File: config.mk
export PLATFORM = sky130hd
export DESIGN_NAME = param_stack
export DESIGN_NICKNAME = d
export VERILOG_FILES = /design/src/rtl/stack_pkg.sv /design/src/rtl/stack_ram.sv /design/src/rtl/param_stack.sv
export SDC_FILE = /design/constraint.sdc
export NUM_CORES = 1
export LEC_CHECK = 0
export CORE_ASPECT_RATIO = 0.7
export CORE_MARGIN = 1
export CORE_UTILIZATION = 50
export CTS_CLUSTER_SIZE = 40
export DETAILED_ROUTE_END_ITERATION = 10
export GPL_ROUTABILITY_DRIVEN = 0
export PLACE_DENSITY = 0.69
export REMOVE_ABC_BUFFERS = 1
export SLEW_MARGIN = 30
export SYNTH_ARGS = -nofsm -noshare
export SYNTH_HDL_FRONTEND = slang
export SYNTH_HIERARCHICAL = 1
export SYNTH_SLANG_ARGS = --single-unit
File: constraint.sdc
create_clock -name clk -period 8.4 [get_ports clk]
set_input_delay 1.26 -clock clk [delete_from_list [all_inputs] [get_ports clk]]
set_output_delay 1.26 -clock clk [all_outputs]
set_load 0.01 [all_outputs]
File: src/rtl/stack_pkg.sv
// Shared definitions for the LIFO stack.
// Holds the default width/depth and the request-decode helper used by
// param_stack to resolve which request wins in a given cycle.
package stack_pkg;

  localparam int STACK_WIDTH_DEF = 8;
  localparam int STACK_DEPTH_DEF = 32;

  // Winning request class for a cycle, in priority order.
  typedef enum logic [1:0] {
    OP_CLEAR    = 2'd0,  // flush, overrides everything
    OP_XCHG     = 2'd1,  // push and pop together: exchange or bypass
    OP_POP      = 2'd2,  // pop alone (tos ignored when popping)
    OP_PUSH_TOS = 2'd3   // push and/or tos, or idle
  } op_e;

  // Resolve the request priority: clear > push+pop > pop > push/tos.
  function automatic op_e decode_op(input logic clear, input logic push, input logic pop);
    op_e sel;
    if (clear) begin
      sel = OP_CLEAR;
    end else if (push && pop) begin
      sel = OP_XCHG;
    end else if (pop) begin
      sel = OP_POP;
    end else begin
      sel = OP_PUSH_TOS;
    end
    return sel;
  endfunction

endpackage

File: src/rtl/stack_ram.sv
// Stack storage: DEPTH x WIDTH array, one synchronous write port and one
// asynchronous read port. Intentionally not reset; only entries below the
// occupancy count are ever read.
// Ports:
//   clk    - write clock
//   we     - write enable
//   waddr  - write address
//   wdata  - write data
//   raddr  - read address
//   rdata  - combinational read data
module stack_ram #(
  parameter int WIDTH = 8,
  parameter int DEPTH = 32
) (
  input  logic                     clk,
  input  logic                     we,
  input  logic [$clog2(DEPTH)-1:0] waddr,
  input  logic [WIDTH-1:0]         wdata,
  input  logic [$clog2(DEPTH)-1:0] raddr,
  output logic [WIDTH-1:0]         rdata
);

  logic [WIDTH-1:0] mem_q [DEPTH];

  // Synchronous write port.
  always_ff @(posedge clk) begin
    if (we) begin
      mem_q[waddr] <= wdata;
    end
  end

  assign rdata = mem_q[raddr];

endmodule

File: src/rtl/param_stack.sv
// Parameterised LIFO stack with registered read data.
// Supports push, pop, top-of-stack peek, simultaneous push+pop exchange
// (bypass when empty) and a synchronous clear. Errors are reported as
// one-cycle overflow/underflow pulses; the occupancy count saturates.
// Ports:
//   clk, rst_n           - clock, asynchronous active-low reset
//   din, push, pop, tos  - data in and requests
//   clear                - synchronous flush, highest priority
//   dout, dout_valid     - registered read data and its one-cycle strobe
//   count, full, empty   - occupancy and its decodes
//   overflow, underflow  - one-cycle error pulses
module param_stack
  import stack_pkg::*;
#(
  parameter int WIDTH = STACK_WIDTH_DEF,
  parameter int DEPTH = STACK_DEPTH_DEF
) (
  input  logic                   clk,
  input  logic                   rst_n,
  input  logic [WIDTH-1:0]       din,
  input  logic                   push,
  input  logic                   pop,
  input  logic                   tos,
  input  logic                   clear,
  output logic [WIDTH-1:0]       dout,
  output logic                   dout_valid,
  output logic [$clog2(DEPTH):0] count,
  output logic                   full,
  output logic                   empty,
  output logic                   overflow,
  output logic                   underflow
);

  localparam int PTR_W = $clog2(DEPTH);
  localparam int CNT_W = PTR_W + 1;
  localparam logic [CNT_W-1:0] CNT_ZERO = CNT_W'(0);
  localparam logic [CNT_W-1:0] CNT_ONE  = CNT_W'(1);
  localparam logic [CNT_W-1:0] CNT_MAX  = CNT_W'(DEPTH);

  logic [CNT_W-1:0] count_q, count_d;
  logic [WIDTH-1:0] dout_q, dout_d;
  logic             dout_valid_q, dout_valid_d;
  logic             overflow_q, overflow_d;
  logic             underflow_q, underflow_d;

  logic             is_full, is_empty;
  logic [PTR_W-1:0] top_idx;
  logic             wr_en;
  logic [PTR_W-1:0] wr_addr;
  logic [WIDTH-1:0] wr_data;
  logic [WIDTH-1:0] rd_data;
  op_e              op;

  assign is_full  = (count_q == CNT_MAX);
  assign is_empty = (count_q == CNT_ZERO);
  // Top entry index; the wrapped value when empty is never used for a read.
  assign top_idx  = PTR_W'(count_q - CNT_ONE);
  assign op       = decode_op(clear, push, pop);

  stack_ram #(
    .WIDTH (WIDTH),
    .DEPTH (DEPTH)
  ) u_ram (
    .clk   (clk),
    .we    (wr_en),
    .waddr (wr_addr),
    .wdata (wr_data),
    .raddr (top_idx),
    .rdata (rd_data)
  );

  // Next-state for count, read data, strobes and the storage write port.
  always_comb begin
    count_d      = count_q;
    dout_d       = dout_q;
    dout_valid_d = 1'b0;
    overflow_d   = 1'b0;
    underflow_d  = 1'b0;
    wr_en        = 1'b0;
    wr_addr      = count_q[PTR_W-1:0];
    wr_data      = din;
    case (op)
      OP_CLEAR: begin
        count_d = CNT_ZERO;
      end
      OP_XCHG: begin
        dout_valid_d = 1'b1;
        if (is_empty) begin
          // Bypass: nothing stored, the pushed word comes straight back.
          dout_d = din;
        end else begin
          // Exchange: return old top and overwrite it in place.
          dout_d  = rd_data;
          wr_en   = 1'b1;
          wr_addr = top_idx;
        end
      end
      OP_POP: begin
        if (is_empty) begin
          underflow_d = 1'b1;
        end else begin
          dout_d       = rd_data;
          dout_valid_d = 1'b1;
          count_d      = count_q - CNT_ONE;
        end
      end
      OP_PUSH_TOS: begin
        // Peek sees the pre-push top; the push then proceeds independently.
        if (tos) begin
          if (is_empty) begin
            underflow_d = 1'b1;
          end else begin
            dout_d       = rd_data;
            dout_valid_d = 1'b1;
          end
        end else begin
          dout_valid_d = 1'b0;
        end
        if (push) begin
          if (is_full) begin
            overflow_d = 1'b1;
          end else begin
            wr_en   = 1'b1;
            count_d = count_q + CNT_ONE;
          end
        end else begin
          wr_en = 1'b0;
        end
      end
      default: begin
        count_d = count_q;
      end
    endcase
  end

  // Control and output registers.
  always_ff @(posedge clk or negedge rst_n) begin
    if (!rst_n) begin
      count_q      <= CNT_ZERO;
      dout_q       <= {WIDTH{1'b0}};
      dout_valid_q <= 1'b0;
      overflow_q   <= 1'b0;
      underflow_q  <= 1'b0;
    end else begin
      count_q      <= count_d;
      dout_q       <= dout_d;
      dout_valid_q <= dout_valid_d;
      overflow_q   <= overflow_d;
      underflow_q  <= underflow_d;
    end
  end

  assign dout       = dout_q;
  assign dout_valid = dout_valid_q;
  assign count      = count_q;
  assign full       = is_full;
  assign empty      = is_empty;
  assign overflow   = overflow_q;
  assign underflow  = underflow_q;

endmodule
==> impl_metrics.ini, run 1 <==
[outcome]
status = finished, final reports clean

[finish]
antenna_cells = 0
fill_cells = 1535
final_layout_size_suffix_gt1_share_pct = 28.6
final_cell_count_no_fill = 876
area_growth_pct = 13.3
final_nets = 593

[routing]
drcViolationCount = 0
dr_wl_met2_um = 10200
drtIter0Drc = 701
ant_nets = 0
wl_met1_um = 10800
num_vias = 5548
drt_wl_total_um = 23900
wl_met3_um = 2520
top_layer_used = met4
wl_per_cell_um = 27.3
firstDrtPassIters = 5
vias_per_cell = 6.33

[placed_design]
dp_slack_ns = 3.40
port_buffers = 32
dp_cells = 830
hpwl_um = 15200

[power_and_ir_drop]
power_density_nw_per_um2 = 288
peakVddDrop_uv = 192
p_leak_nw = 4.03

[yosys]
syn_inst = 532
ys_top_cells_by_area = edfxtp_1, mux4_2, dfrtp_1
synthArstFlopShare_pct = 6.23
synth_area_um2 = 11100
synth-seq-area-share_pct = 72.8
synth-simple-area-share_pct = 3.51
synth_top_area_share_pct = 69.0
yosys_warnings = 6
synth_mux_area_share_pct = 18.9
yosys.area.top_type = edfxtp_1
post_synth_num_cell_types = 46
synth_xor_area_share_pct = 0.393
synth-compound-area-share_pct = 2.04
synth_common_cells = edfxtp_1, mux4_2, nor2_1, mux2_2, dfrtp_1
ys_ff_latch = 273
synth_top_family_by_area = multiplexers
synth.most_common_cell = edfxtp_1
avgSynthCellArea_um2 = 21.0
synth_flop_cell = edfxtp_1
synth_edf_count = 256
synth_fa_ha_area_share_pct = 0.337

[clocking]
cts.repair.resized = 0
path_clk_slew_ns = 0.06
clk_latency_ns = 0.53
postCtsSetupBuffers = 0
cts_root_buf = clkbuf_16
cts_inserted_buffers = 26
tritoncts = done
cts_hold_buf = 0
cts.path.max_buffers = 3
htreeDepth = 1
cts.sinks = 273

[critical_path]
crit_type = register to register
critPathMaxStageDelay_ns = 0.67
crit_start = count[0]
cp-start-kind = register
crit_arrival_ns = 4.71
crit_path_max_fanout = 37
critPathCaptureType = register
cp_data_required_time_ns = 8.55
crit_chain = inv_4 > ha_1 > or4b_4 > o21ai_0 > o21ai_1 > or3b_2 > nor2_1
cpMaxStageDelayCell = nor2_1
r2r-start = count[0]

[floorplanning]
die_y_um = 127
core_um2 = 21800
die_w_um = 180
io_pins = 33
die_area_um2 = 22900
start_util_pct = 51.2
rows = 45

[timing]
setup_slack_ns = 3.84
fin_crit_sh_pct = 54.3
slew_violations = 0
period_minus_slack_ns = 4.56
finalSetupViolCount = 0
maxSlewHeadroom_pct = 40.6
final.setup.tns_ns = 0
rsz0062_at_grt = no
worst_pin_slew_ns = 0.888
fin_skew_ns = 0.00908
timing.final.hold_violations = 0
max_freq_ghz = 0.219

[min_path]
min_from = dout[5]
hold_path_class = register to register

[global_route]
antenna_found_initial = 0
gr-usage-all-layers_pct = 21.6
overflow = 0
grt_pass1_vias = 5469
grt_start_max_net_pins = 38
grt_pass1_wl_um = 35900

[flow_run]
drv_cap = 0
[layer usage]
layer / track usage, % / vias to the layer above
li1: - / 2295
met1: 34.4 / 2890
met2: 30.7 / 327
met3: 4.88 / 36
met4: 4.12 / 0
met5: 0 / -
[path summary, 6_finish.rpt]
kind,cells past startpoint,slack (ns),endpoint
worst max-delay path,7,3.84,u_ram/mem_q[11][7]
worst min-delay path,1,0.56,dout[5]
worst max register to register,7,3.84,u_ram/mem_q[11][7]
worst min register to register,1,0.56,dout[5]
max in group asynchronous,1,7.41,dout[6]
min in group asynchronous,1,0.67,count[2]
[critical path: cells and delay by family (launching register included)]
kind	cells	cell delay, ns
AND/OR/NAND/NOR	3	1.85
AO/OA/AOI/OAI	2	1.03
buffers and inverters	1	0.54
flip-flops	1	0.49
adder cells (fa/ha/maj)	1	0.26
[cell usage in the layout, fill, tap and decap left out, types with 2 or more instances in the layout]
master / synthesis / routed
a21boi_0: 2 / 2
a21oi_1: 4 / 4
a32o_1: 2 / 2
buf_4: 6 / 10
bufinv_16: 0 / 4
clkbuf_1: 7 / 2
clkbuf_16: 0 / 27
clkdlybuf4s50_1: 0 / 31
clkinv_1: 0 / 3
clkinv_2: 0 / 9
dfrtp_1: 17 / 17
edfxtp_1: 256 / 256
ha_1: 3 / 3
inv_1: 10 / 8
mux2_2: 24 / 24
mux2i_1: 3 / 3
mux4_2: 80 / 80
nand2_1: 8 / 8
nand3_1: 5 / 5
nand3b_1: 5 / 5
nor2_1: 38 / 38
nor2b_1: 2 / 2
nor3_1: 4 / 4
nor4b_1: 2 / 2
o21ai_0: 8 / 5
o21ai_1: 1 / 4
o2bb2ai_1: 2 / 2
o32a_1: 3 / 3
or3b_2: 4 / 4
xnor2_1: 4 / 4
[logic make-up (layout without fill, tap and decap cells)]
kind of cell / after synthesis / count (layout)
xor+xnor: 5 / 5
fa+ha+maj: 3 / 3
simple gates: 76 / 76
buf+inv: 38 / 100
flops: 273 / 273
compound gates: 30 / 30
mux: 107 / 107
[power by group]
| part | total [mW] | switching (mW) | internal (mW) |
|---|---|---|---|
| clock network | 1.19 | 0.479 | 0.706 |
| logic | 0.881 | 0.427 | 0.454 |
| registers | 1.58 | 0.0455 | 1.53 |
[flip-flops by register name, indices dropped and copies added, names as in the netlist]
| name | flops |
|---|---|
| u_ram/mem_q | 256 |
| dout | 8 |
| count | 6 |
| dout_valid | 1 |
| overflow | 1 |
| underflow | 1 |
[through the flow]
stage / cell area, um^2 / power, mW / hold WS, ns / util [%]
floorplan: 11000 / 2.20 / 0.551 / -
global placement: 11700 / 2.46 / 0.578 / 53.8
detailed placement: 11800 / 2.48 / 0.558 / 54.0
CTS: 12600 / 3.66 / 0.565 / 58.0
global route: 12600 / 3.76 / 0.584 / 58.0
finish: 12600 / 3.64 / 0.555 / 58.0
[layout make-up]
class	count	area, um^2	area share [%]
clock buffers	29	683	5.41
clock inverters	17	189	1.50
inverters	10	40.0	0.317
multi-input cells	221	2820	22.3
flip-flops and latches	273	8110	64.2
well taps	282	353	2.79
repair buffers	44	433	3.43
Power figures use the tool's default switching activity.
==> run 2, diff against run 1 <==
--- a/config.mk
+++ b/config.mk
@@ -11,7 +11,7 @@
 export CTS_CLUSTER_SIZE = 40
 export DETAILED_ROUTE_END_ITERATION = 10
 export GPL_ROUTABILITY_DRIVEN = 0
-export PLACE_DENSITY = 0.69
+export PLACE_DENSITY = 0.71
 export REMOVE_ABC_BUFFERS = 1
 export SLEW_MARGIN = 30
 export SYNTH_ARGS = -nofsm -noshare
==> constraint.sdc (replaced) <==
create_clock -name clk -period 4 [get_ports clk]
set_input_delay 0.6 -clock clk [delete_from_list [all_inputs] [get_ports clk]]
set_output_delay 0.6 -clock clk [all_outputs]
set_load 0.01 [all_outputs]
==> run 2 against run 1 <==
  * Sequential power up 110%
  * Non-clock buffer count up 39
  * Combinational power up 120%
  * Design area up 1.3%
  * Global-route usage up 0.37 points
  * Sequential share of layout area down 0.85 points
  * Highest routed layer unchanged
  * Clock skew down 0.0023 ns
  * First-iteration DRC count up 8.6%
  * Core utilization up 0.78 points
  * Sequential cell count unchanged
  * Setup slack worse by 3.6 ns
  * Power up 100%
  * Largest cell class unchanged
==> impl_metrics.ini, run 2 (synthesized netlist as in run 1, its figures left out) <==
[outcome]
status = finished, final reports clean

[critical_path]
crit_type = register to register
crit_path_max_fanout = 11
critPathCaptureType = register
cp_data_required_time_ns = 4.15
crit_arrival_ns = 3.88
cp-start-kind = register

[finish]
largest_register_ffs = 256
final_cell_count_no_fill = 914
fill_cells = 1535
final_nets = 630
layout_commonest_cell = edfxtp_1
mostFrequentLayoutCells = edfxtp_1, mux4_2, buf_4
top_register = u_ram/mem_q
final_layout_size_suffix_gt1_share_pct = 31.7
area_growth_pct = 14.9

[routing]
firstDrtPassIters = 7
ant_nets = 0
vias_per_cell = 6.17
num_vias = 5638
drtIter0Drc = 761
drt_wl_total_um = 24100
wl_per_cell_um = 26.4
drcViolationCount = 0

[timing]
period_minus_slack_ns = 3.73
fin_crit_sh_pct = 93.3
finalSetupViolCount = 0
max_freq_ghz = 0.268
worst_pin_slew_ns = 0.918
slew_violations = 0
maxSlewHeadroom_pct = 38.6
whs_ns = 0.0359
timing.final.hold_violations = 0
rsz0062_at_grt = no
fin_skew_ns = 0.00679

[clocking]
path_clk_slew_ns = 0.06
cts.path.max_buffers = 3
htreeDepth = 1
cts_root_buf = clkbuf_16
clk_latency_ns = 0.52
postCtsSetupBuffers = 0
cts_inserted_buffers = 24
cts_hold_buf = 0
cts.sinks = 273
cts.repair.resized = 0
tritoncts = done

[placed_design]
hpwl_um = 15600
port_buffers = 32
dp_cells = 869

[floorplanning]
die_w_um = 180
die_y_um = 127
core_um2 = 21800
die_area_um2 = 22900
start_util_pct = 51.2
io_pins = 33
rows = 45

[global_route]
grt_pass1_vias = 5654
gr-usage-all-layers_pct = 21.9
grt_start_max_net_pins = 66
overflow = 0
antenna_found_initial = 0
grt_pass1_wl_um = 36400

[min_path]
hold_path_class = input port to async pin

[power_and_ir_drop]
p_leak_nw = 4.17
power_density_nw_per_um2 = 581
peakVddDrop_uv = 370

[flow_run]
drv_cap = 0
## run 2: cell count changes in the layout (fill, tap and decap cells not counted), sizes merged
cell           delta
clkinv            -7
diode             +1
inv               +1
clkbuf            +7
bufinv            -2
clkinvlp          -1
clkdlybuf4s50     -2
buf              +41
## run 2: path summary, 6_finish.rpt
path | depth (start not counted) | endpoint | slack [ns] | from
worst max-delay path | 7 | u_ram/mem_q[16][5] | 0.27 | count[0]
worst min-delay path | 1 | dout_valid | 0.04 | rst_n
worst max register to register | 7 | u_ram/mem_q[16][5] | 0.27 | count[0]
worst min register to register | 1 | dout[7] | 0.51 | dout[7]
max in group asynchronous | 1 | dout[2] | 3.63 | rst_n
min in group clk | 1 | dout[7] | 0.51 | dout[7]
## run 2: power breakdown
part	total (mW)	switching [mW]	leakage [nW]	internal, mW
logic	1.90	0.940	1.28	0.960
registers	3.27	0.0584	2.52	3.21
clock network	2.27	0.957	0.375	1.31
total	7.44	1.96	4.17	5.49
## run 2: cell type report
| class | instances | area [um^2] | area share [%] |
|---|---|---|---|
| inverter | 10 | 40.0 | 0.313 |
| timing repair buffer | 83 | 701 | 5.47 |
| multi-input combinational | 221 | 2820 | 22.0 |
| tap | 282 | 353 | 2.76 |
| antenna | 1 | 2.50 | 0.0195 |
| sequential | 273 | 8110 | 63.4 |
| clock buffer | 36 | 687 | 5.37 |
| clock inverter | 8 | 85.1 | 0.665 |
## run 2: worst max-delay path: stages (launching register included)
cell and delay (ns):
dfrtp_1 0.50, inv_4 0.12, ha_1 0.20, or4b_4 0.59, o21ai_0 0.49, o21ai_0 0.26, or3b_2 0.63, nor2_1 0.58
## run 2: routing by layer
| layer | wire [um] | up-vias | track usage, % |
|---|---|---|---|
| met3 | 2150 | 33 | 5.05 |
| li1 | - | 2363 | - |
| met5 | 0 | - | 0 |
| met4 | 340 | 0 | 4.47 |
| met1 | 11200 | 2976 | 34.8 |
| met2 | 10400 | 266 | 31.3 |
## run 2: per-stage QoR
| step | util, % | cell area, um^2 | total power [mW] | TNS [ns] | setup WS [ns] |
|---|---|---|---|---|---|
| 2_1_floorplan | - | 11000 | 4.62 | -404.05 | -3.94 |
| 3_3_place_gp | 55.3 | 12000 | 5.21 | 0 | 0.429 |
| 3_5_place_dp | 55.3 | 12000 | 5.23 | 0 | 0.271 |
| 4_1_cts | 58.8 | 12800 | 7.48 | 0 | 0.363 |
| 5_1_grt | 58.7 | 12800 | 7.69 | 0 | 0.0787 |
| 6_report | 58.8 | 12800 | 7.44 | 0 | 0.270 |
==> run 3, diff against run 2 <==
--- a/config.mk
+++ b/config.mk
@@ -11,6 +11,7 @@
 export CTS_CLUSTER_SIZE = 40
 export DETAILED_ROUTE_END_ITERATION = 10
 export GPL_ROUTABILITY_DRIVEN = 0
+export HOLD_SLACK_MARGIN = 0.06
 export PLACE_DENSITY = 0.71
 export REMOVE_ABC_BUFFERS = 1
 export SLEW_MARGIN = 30
==> results of run 3 <==
Final layout, timing and power as in run 2 (identical DEF).
